===== src/rtl/grf_writeback_regfile_if.sv =====
// Pipeline-side bus of the general-purpose register file: D-stage reads,
// W-stage commit and debug observation of committed writes.
interface grf_writeback_regfile_if #(
  parameter int unsigned DATA_WIDTH = 32,
  parameter int unsigned ADDR_WIDTH = 5
);
  localparam int unsigned CountWidth = 32;

  logic [ADDR_WIDTH-1:0] A1;
  logic [ADDR_WIDTH-1:0] A2;
  logic [DATA_WIDTH-1:0] RD1;
  logic [DATA_WIDTH-1:0] RD2;
  logic                  RegWrite_W;
  logic [ADDR_WIDTH-1:0] A3;
  logic [DATA_WIDTH-1:0] Result_W;
  logic [DATA_WIDTH-1:0] PC_W;
  logic [DATA_WIDTH-1:0] LastWrPC;
  logic [CountWidth-1:0] WrCount;

  // Pipeline (decode/writeback) side
  modport master (
    output A1, A2, RegWrite_W, A3, Result_W, PC_W,
    input  RD1, RD2, LastWrPC, WrCount
  );

  // Register file side
  modport slave (
    input  A1, A2, RegWrite_W, A3, Result_W, PC_W,
    output RD1, RD2, LastWrPC, WrCount
  );
endinterface


===== src/rtl/grf_writeback_regfile.sv =====
// Architectural register file: commits the W-stage result, serves two
// combinational D-stage reads with optional same-cycle write bypass.
module grf_writeback_regfile #(
  parameter int unsigned DATA_WIDTH = 32,
  parameter int unsigned ADDR_WIDTH = 5,
  parameter bit          BYPASS_EN  = 1'b1
) (
  input  logic                     clk,
  input  logic                     reset_n,
  grf_writeback_regfile_if.slave   bus
);

  localparam int unsigned NumRegs    = 2 ** ADDR_WIDTH;
  localparam int unsigned CountWidth = 32;

  logic [DATA_WIDTH-1:0] regBank [NumRegs];
  logic [DATA_WIDTH-1:0] lastWrPc;
  logic [CountWidth-1:0] wrCount;
  logic                  doCommit;

  // Register 0 is never a commit target, so its entry stays at the reset value
  assign doCommit = bus.RegWrite_W && (bus.A3 != '0);

  // Commit path: register write plus debug capture
  always_ff @(posedge clk or negedge reset_n) begin
    if (!reset_n) begin
      for (int i = 0; i < NumRegs; i++) begin
        regBank[i] <= '0;
      end
      lastWrPc <= '0;
      wrCount  <= '0;
    end else if (doCommit) begin
      regBank[bus.A3] <= bus.Result_W;
      lastWrPc        <= bus.PC_W;
      wrCount         <= wrCount + CountWidth'(1);
    end
  end

  // Read port 1; reads are forced to zero while reset is held
  always_comb begin
    bus.RD1 = '0;
    if (reset_n && (bus.A1 != '0)) begin
      if (BYPASS_EN && doCommit && (bus.A3 == bus.A1)) begin
        bus.RD1 = bus.Result_W;
      end else begin
        bus.RD1 = regBank[bus.A1];
      end
    end
  end

  // Read port 2, same rules as port 1
  always_comb begin
    bus.RD2 = '0;
    if (reset_n && (bus.A2 != '0)) begin
      if (BYPASS_EN && doCommit && (bus.A3 == bus.A2)) begin
        bus.RD2 = bus.Result_W;
      end else begin
        bus.RD2 = regBank[bus.A2];
      end
    end
  end

  assign bus.LastWrPC = lastWrPc;
  assign bus.WrCount  = wrCount;

endmodule


===== src/flat_wrapper.sv =====
// flat-port wrapper written by rule: the top's interface ports become plain ports
module grf_writeback_regfile_flat 
#(
  parameter int unsigned DATA_WIDTH = 32,
  parameter int unsigned ADDR_WIDTH = 5,
  parameter bit          BYPASS_EN  = 1'b1
)
  (clk, reset_n, bus_A1, bus_A2, bus_RegWrite_W, bus_A3, bus_Result_W, bus_PC_W, bus_RD1, bus_RD2, bus_LastWrPC, bus_WrCount);
  grf_writeback_regfile_if #(.DATA_WIDTH(DATA_WIDTH), .ADDR_WIDTH(ADDR_WIDTH)) bus_i ();
  input  logic clk;
  input  logic reset_n;
  input wire logic [$bits(bus_i.A1)-1:0] bus_A1;
  input wire logic [$bits(bus_i.A2)-1:0] bus_A2;
  input wire logic [$bits(bus_i.RegWrite_W)-1:0] bus_RegWrite_W;
  input wire logic [$bits(bus_i.A3)-1:0] bus_A3;
  input wire logic [$bits(bus_i.Result_W)-1:0] bus_Result_W;
  input wire logic [$bits(bus_i.PC_W)-1:0] bus_PC_W;
  output wire logic [$bits(bus_i.RD1)-1:0] bus_RD1;
  output wire logic [$bits(bus_i.RD2)-1:0] bus_RD2;
  output wire logic [$bits(bus_i.LastWrPC)-1:0] bus_LastWrPC;
  output wire logic [$bits(bus_i.WrCount)-1:0] bus_WrCount;
  assign bus_i.A1 = bus_A1;
  assign bus_i.A2 = bus_A2;
  assign bus_i.RegWrite_W = bus_RegWrite_W;
  assign bus_i.A3 = bus_A3;
  assign bus_i.Result_W = bus_Result_W;
  assign bus_i.PC_W = bus_PC_W;
  assign bus_RD1 = bus_i.RD1;
  assign bus_RD2 = bus_i.RD2;
  assign bus_LastWrPC = bus_i.LastWrPC;
  assign bus_WrCount = bus_i.WrCount;
  grf_writeback_regfile #(.DATA_WIDTH(DATA_WIDTH), .ADDR_WIDTH(ADDR_WIDTH), .BYPASS_EN(BYPASS_EN)) u_core (.clk(clk), .reset_n(reset_n), .bus(bus_i));
endmodule

===== config.mk =====
export PLATFORM = sky130hd
export DESIGN_NAME = grf_writeback_regfile_flat
export DESIGN_NICKNAME = d
export VERILOG_FILES = /design/src/rtl/grf_writeback_regfile_if.sv /design/src/rtl/grf_writeback_regfile.sv /design/src/flat_wrapper.sv
export SDC_FILE = /design/constraint.sdc
export NUM_CORES = 2
export LEC_CHECK = 0
export CORE_ASPECT_RATIO = 0.5
export CORE_MARGIN = 2
export CORE_UTILIZATION = 67
export DETAILED_ROUTE_END_ITERATION = 6
export PLACE_DENSITY_LB_ADDON = 0.05
export SYNTH_ARGS = -nofsm -noshare
export SYNTH_HDL_FRONTEND = slang
export SYNTH_SLANG_ARGS = --single-unit

===== constraint.sdc =====
create_clock -name clk -period 5.9 [get_ports clk]
set_clock_uncertainty 0.1 [all_clocks]
set_input_delay 1.18 -clock clk [delete_from_list [all_inputs] [get_ports clk]]
set_output_delay 1.18 -clock clk [all_outputs]
set_load 0.03 [all_outputs]

# Word level (Yosys, flattened, before mapping)
# Index checks and enable logic that the tools add are counted.
[totals]
register_bits = 1088
input_bits = 82
output_inout_bits = 128
word_cells = 66
[op_classes]
add_sub_neg = 1
order_cmp = 4
eq_ne = 2
n_mux = 13
bitwise = 3
n_reduce_logical = 9
[op_table]
columns = ["operator", "n"]
rows = [
  ["1024-bit bitwise mux", 1],
  ["32-bit binary-select mux with 5-bit select", 2],
  ["32-bit two-way mux", 9],
  ["32-bit demux with 5-bit select", 1],
  ["32-bit by 1-bit adder with 32-bit output, second input constant", 1],
  ["6-bit greater-or-equal comparator, second input constant", 3],
  ["5-bit NOT with 6-bit output", 3],
  ["5-bit nonzero test", 3],
  ["5-bit equality test", 2],
  ["1-bit logical AND", 6],
  ["6-bit by 1-bit less-than comparator with 1-bit output, second input constant", 1],
]

# Longest topological paths before layout
[logic_depth]
word_depth = 6
depth_mapped = 9
ltp_nobuf = 5

# Worst setup path after synthesis
# OpenSTA, ideal clock, no wires.
[synth_timing]
path_type = "input -> output"
from = "input bus_A2[1]"
to = "output bus_RD2[8]"
arrival_ns = 3.133
required_ns = 4.620
path_slack_ns = 1.487
stages = 6
path_buffers = 3
cell_sequence = "buf_2 -> buf_2 -> buf_1 -> mux4_2 -> mux4_2 -> a221o_1"
[synth_via]
elab_chain_cells = 6
elab_cells_between_ends = 10
cone_classes = "eq/ne: 1; mux: 5; bitwise: 1; reduce/logical: 3"
[synth_rtl]
columns = ["item", "line_no", "source"]
rows = [
  ["start: declaration", "flat_wrapper.sv:13", "input wire logic [$bits(bus_i.A2)-1:0] bus_A2;"],
  ["5-bit NOT with 6-bit output (implied by the code)", "grf_writeback_regfile.sv:58", "bus.RD2 = regBank[bus.A2];"],
  ["32-bit binary-select mux with 5-bit select", "grf_writeback_regfile.sv:58", ""],
  ["32-bit two-way mux (implied by the code) (2 in a row)", "grf_writeback_regfile.sv:58", ""],
  ["32-bit two-way mux", "grf_writeback_regfile.sv:55", "if (BYPASS_EN && doCommit && (bus.A3 == bus.A2)) begin"],
  ["32-bit two-way mux *", "grf_writeback_regfile.sv:54", "if (reset_n && (bus.A2 != '0)) begin"],
  ["end: declaration", "flat_wrapper.sv:19", "output wire logic [$bits(bus_i.RD2)-1:0] bus_RD2;"],
]
# Mark *: on every way between the ends. The rest lies on a longest branch, timed or not. The select of a mux whose other input is x is not followed.

# Worst setup path in the final report
[layout_timing]
from = "input bus_A3[3]"
to = "output bus_RD1[27]"
[layout_via]
elab_chain_cells = 5
elab_cells_between_ends = 6
cone_classes = "eq/ne: 1; mux: 2; reduce/logical: 3"
[layout_rtl]
columns = ["item", "line_no", "source"]
rows = [
  ["start: declaration", "flat_wrapper.sv:15", "input wire logic [$bits(bus_i.A3)-1:0] bus_A3;"],
  ["5-bit nonzero test", "grf_writeback_regfile.sv:22", "assign doCommit = bus.RegWrite_W && (bus.A3 != '0);"],
  ["1-bit logical AND", "grf_writeback_regfile.sv:22", ""],
  ["1-bit logical AND *", "grf_writeback_regfile.sv:43", "if (BYPASS_EN && doCommit && (bus.A3 == bus.A1)) begin"],
  ["32-bit two-way mux *", "grf_writeback_regfile.sv:43", ""],
  ["32-bit two-way mux *", "grf_writeback_regfile.sv:42", "if (reset_n && (bus.A1 != '0)) begin"],
  ["end: declaration", "flat_wrapper.sv:18", "output wire logic [$bits(bus_i.RD1)-1:0] bus_RD1;"],
]
# Mark *: on every way between the ends. The rest lies on a longest branch, timed or not.

==> run summary <==
startpoint of the lowest-slack register-to-register path -> u_core.bus.WrCount[0]
Antenna Violating Nets Remaining -> 0
Slew Viols, Final -> 0
most congested layer reported by global routing -> met2
length of the first detailed-routing pass in iterations -> 6
TritonCTS clock tree -> built
total die area -> 87500 µm²
Worst-Margin Slew -> 1.24 ns
aggregate global routing overflow -> 0
run status -> finished, final reports clean
R2R depth -> 4
power density relative to cell area -> 331 nW/µm²
setup slack on the worst flop-to-flop path -> 3.89 ns
Yosys warning count -> 0
Setup TNS -> 0 ns
worst hold path class -> input port to async pin
Worst Setup Path Type -> input port to output port
final non-filler cell area -> 63700 µm²
site row count -> 75
worst-case setup slack after placement -> 0.0275 ns
total placed cells including tap cells -> 4786
final critical delay including setup and external delays -> 5.83 ns
number of synthesized flops with an enable pin -> 0
first-pass GRT wire length -> 252 mm
Via-to-Cell Ratio -> 7.51
critical path data required time -> 4.62 ns
most common cell after layout, fill and taps aside -> dfrtp_1
Async SR Flop Fraction -> 1.00
share of the yosys chip area belonging to registers -> 0.478
biggest fanout along the worst timing path -> 21
via count of the routed design -> 37300
normalized max-slew margin -> 0.171
final-layout fill cell count -> 4991
fmax -> 0.171 GHz
Post-DP Area -> 60400 µm²
vias in the first global route -> 38000
crit start category -> input port
core region area -> 84000 µm²
clock-pin slew on the worst setup and hold paths -> 0.07 ns
count of placed standard cells in the final layout, fillers left out -> 4964
dpl hpwl -> 103 mm
proportion of layout cells with a drive suffix above 1 -> 0.507
met3 global-route usage -> 0.105
overall track demand over capacity in global routing -> 0.395
starting utilization of the core area -> 0.678
DRC violations left -> 0
number of hold-slack violations in the final timing report -> 0
met2 Usage GRT -> 0.589
horizontal extent of the die -> 416 µm
Mapped Area -> 56900 µm²
quantity of hold-fixing buffers added after cts -> 0
sort of element at the end of the critical path -> output port
number of nets produced by synthesis -> 3797
number of antenna violations at the first check in global routing -> 1
Clock H-tree levels -> 3
FF-to-FF End -> u_core.bus.WrCount[29]
part of the cycle the worst path needs -> 0.988
pin count of the biggest net entering global routing -> 185
IO Port Bufs -> 209
Sequential cell area -> 27200 µm²
final WL -> 169 mm
RSZ-0062 raised after global routing -> no
average wire per cell in the routed design -> 34.1 µm
post-synthesis sequential element count -> 1088
worst path setup slack after routing -> 0.0689 ns
static leakage -> 0.0277 µW
layout net count -> 3853
cell taking the most area after synthesis -> dfrtp_1
setup-violating endpoint count in the final report -> 0
WP data arrival -> 4.55 ns
height of the die -> 210 µm
Post-Syn Instances -> 3714
Synth area leaders -> dfrtp_1 48%, mux4_2 21%, mux2_2 20%
Initial DRC Count -> 4449
area grow syn2layout -> 11.9%
commonest cells after routing, fill and taps aside -> 1088 x dfrtp_1, 991 x mux2_2, 527 x mux4_2
clock net sink count -> 1088
Distinct cells, synth -> 49
max-cap check violation count -> 0
area of the multi-input gates -> 28100 µm²
GRT met1 Usage -> 0.565
average footprint of a synthesized cell -> 15.3 µm²
routability cong. -> 0.871
portion of synthesized cell area occupied by the leading cell type -> 0.478
clock latency on the worst-skew pair -> 0.70 ns
# IOs -> 210
root buf cell -> clkbuf_16
buffer levels on the longest clock path -> 3
most common flop cell mapped by yosys -> dfrtp_1
clock buffers created by TritonCTS -> 96
IR Drop Worst-Case VDD -> 0.000266 V
-- cells in the mapped netlist (6+ instances only) --
cell,count
a221oi_1,8
a22oi_1,132
nand2_1,138
mux2_2,991
clkbuf_1,260
nand3_1,13
a211oi_1,11
buf_2,73
nor2_1,22
a21oi_1,77
and3_1,11
xnor2_1,35
buf_6,19
nor2b_1,38
mux4_1,17
a211o_1,35
o21ai_0,9
mux2i_1,40
buf_4,10
nand4_1,11
xor2_1,6
mux4_2,527
a221o_1,29
dfrtp_1,1088
buf_1,65
-- worst max-delay path by stage --
stage	start	endpoint	slack, ns
floorplan	bus_A2[1]	bus_RD2[8]	1.49
global placement	bus_A3[3]	bus_RD1[27]	0.07
detailed placement	bus_A3[3]	bus_RD1[27]	0.03
CTS	bus_A3[3]	bus_RD2[14]	0.05
global route	bus_A3[3]	bus_RD2[27]	0.03
finish	bus_A3[3]	bus_RD1[27]	0.07
-- worst max-delay path: stages --
cell and delay [ns]:
clkdlybuf4s50_1 0.81, or3_1 0.27, o21ai_4 0.15, nor4_4 0.55, buf_4 0.55, a211o_1 0.31
clkdlybuf4s50_1 0.70
-- where the power goes --
group | leakage, µW | internal [µW] | switching [µW]
combinational | 0.0121 | 2720 | 1850
sequential | 0.0140 | 8830 | 1040
clock | 0.00161 | 3760 | 2890
-- metrics by stage --
stage	hold slack [ns]	util	power (µW)
2_1_floorplan	0.341	-	13000
3_3_place_gp	0.276	0.719	14200
3_5_place_dp	0.284	0.719	14500
4_1_cts	0.195	0.758	21100
5_1_grt	0.220	0.758	21800
6_report	0.222	0.758	21100
-- sequential cells by signal (all words and copies together), names as in the netlist --
name / flops
u_core.regBank: 1024
u_core.bus.LastWrPC: 32
u_core.bus.WrCount: 32
-- metal layers --
| metal | vias to the layer above | share of wire | wire (µm) |
|---|---|---|---|
| met2 | 2271 | 0.46 | 77000 |
| li1 | 14500 | - | - |
| met5 | - | 0.000077 | 13 |
| met1 | 20000 | 0.39 | 66100 |
| met3 | 497 | 0.11 | 18500 |
| met4 | 2 | 0.044 | 7470 |
-- timing repair --
item | CTS | global route
gates resized for setup | 1 | 0
gates cloned | 0 | 0
buffers inserted | 0 | 2
pin swaps | 0 | 1
endpoints found under the setup margin | 1 | 5
-- cells by family (layout without fill, tap and decap cells) --
family,after synthesis,count (layout),share of synthesized area
other,0,3,0
adders and majority gates,1,1,0.000220
and+or+nand+nor,263,263,0.0221
muxes,1576,1576,0.420
buffers and inverters,428,559,0.0330
DFF,1088,1088,0.478
AOI/OAI and AO/OA,317,317,0.0406
xor gates and xnor gates,41,41,0.00631
-- final cells by class --
class	count	area share
diodes	3	0.000118
clock buffers	143	0.0451
well taps	1116	0.0219
multi-input cells	2198	0.441
clock inverters	30	0.00627
flip-flops and latches	1088	0.427
inverters	1	0.0000589
repair buffers	385	0.0582
No activity file was read; power rests on OpenSTA's default activity.
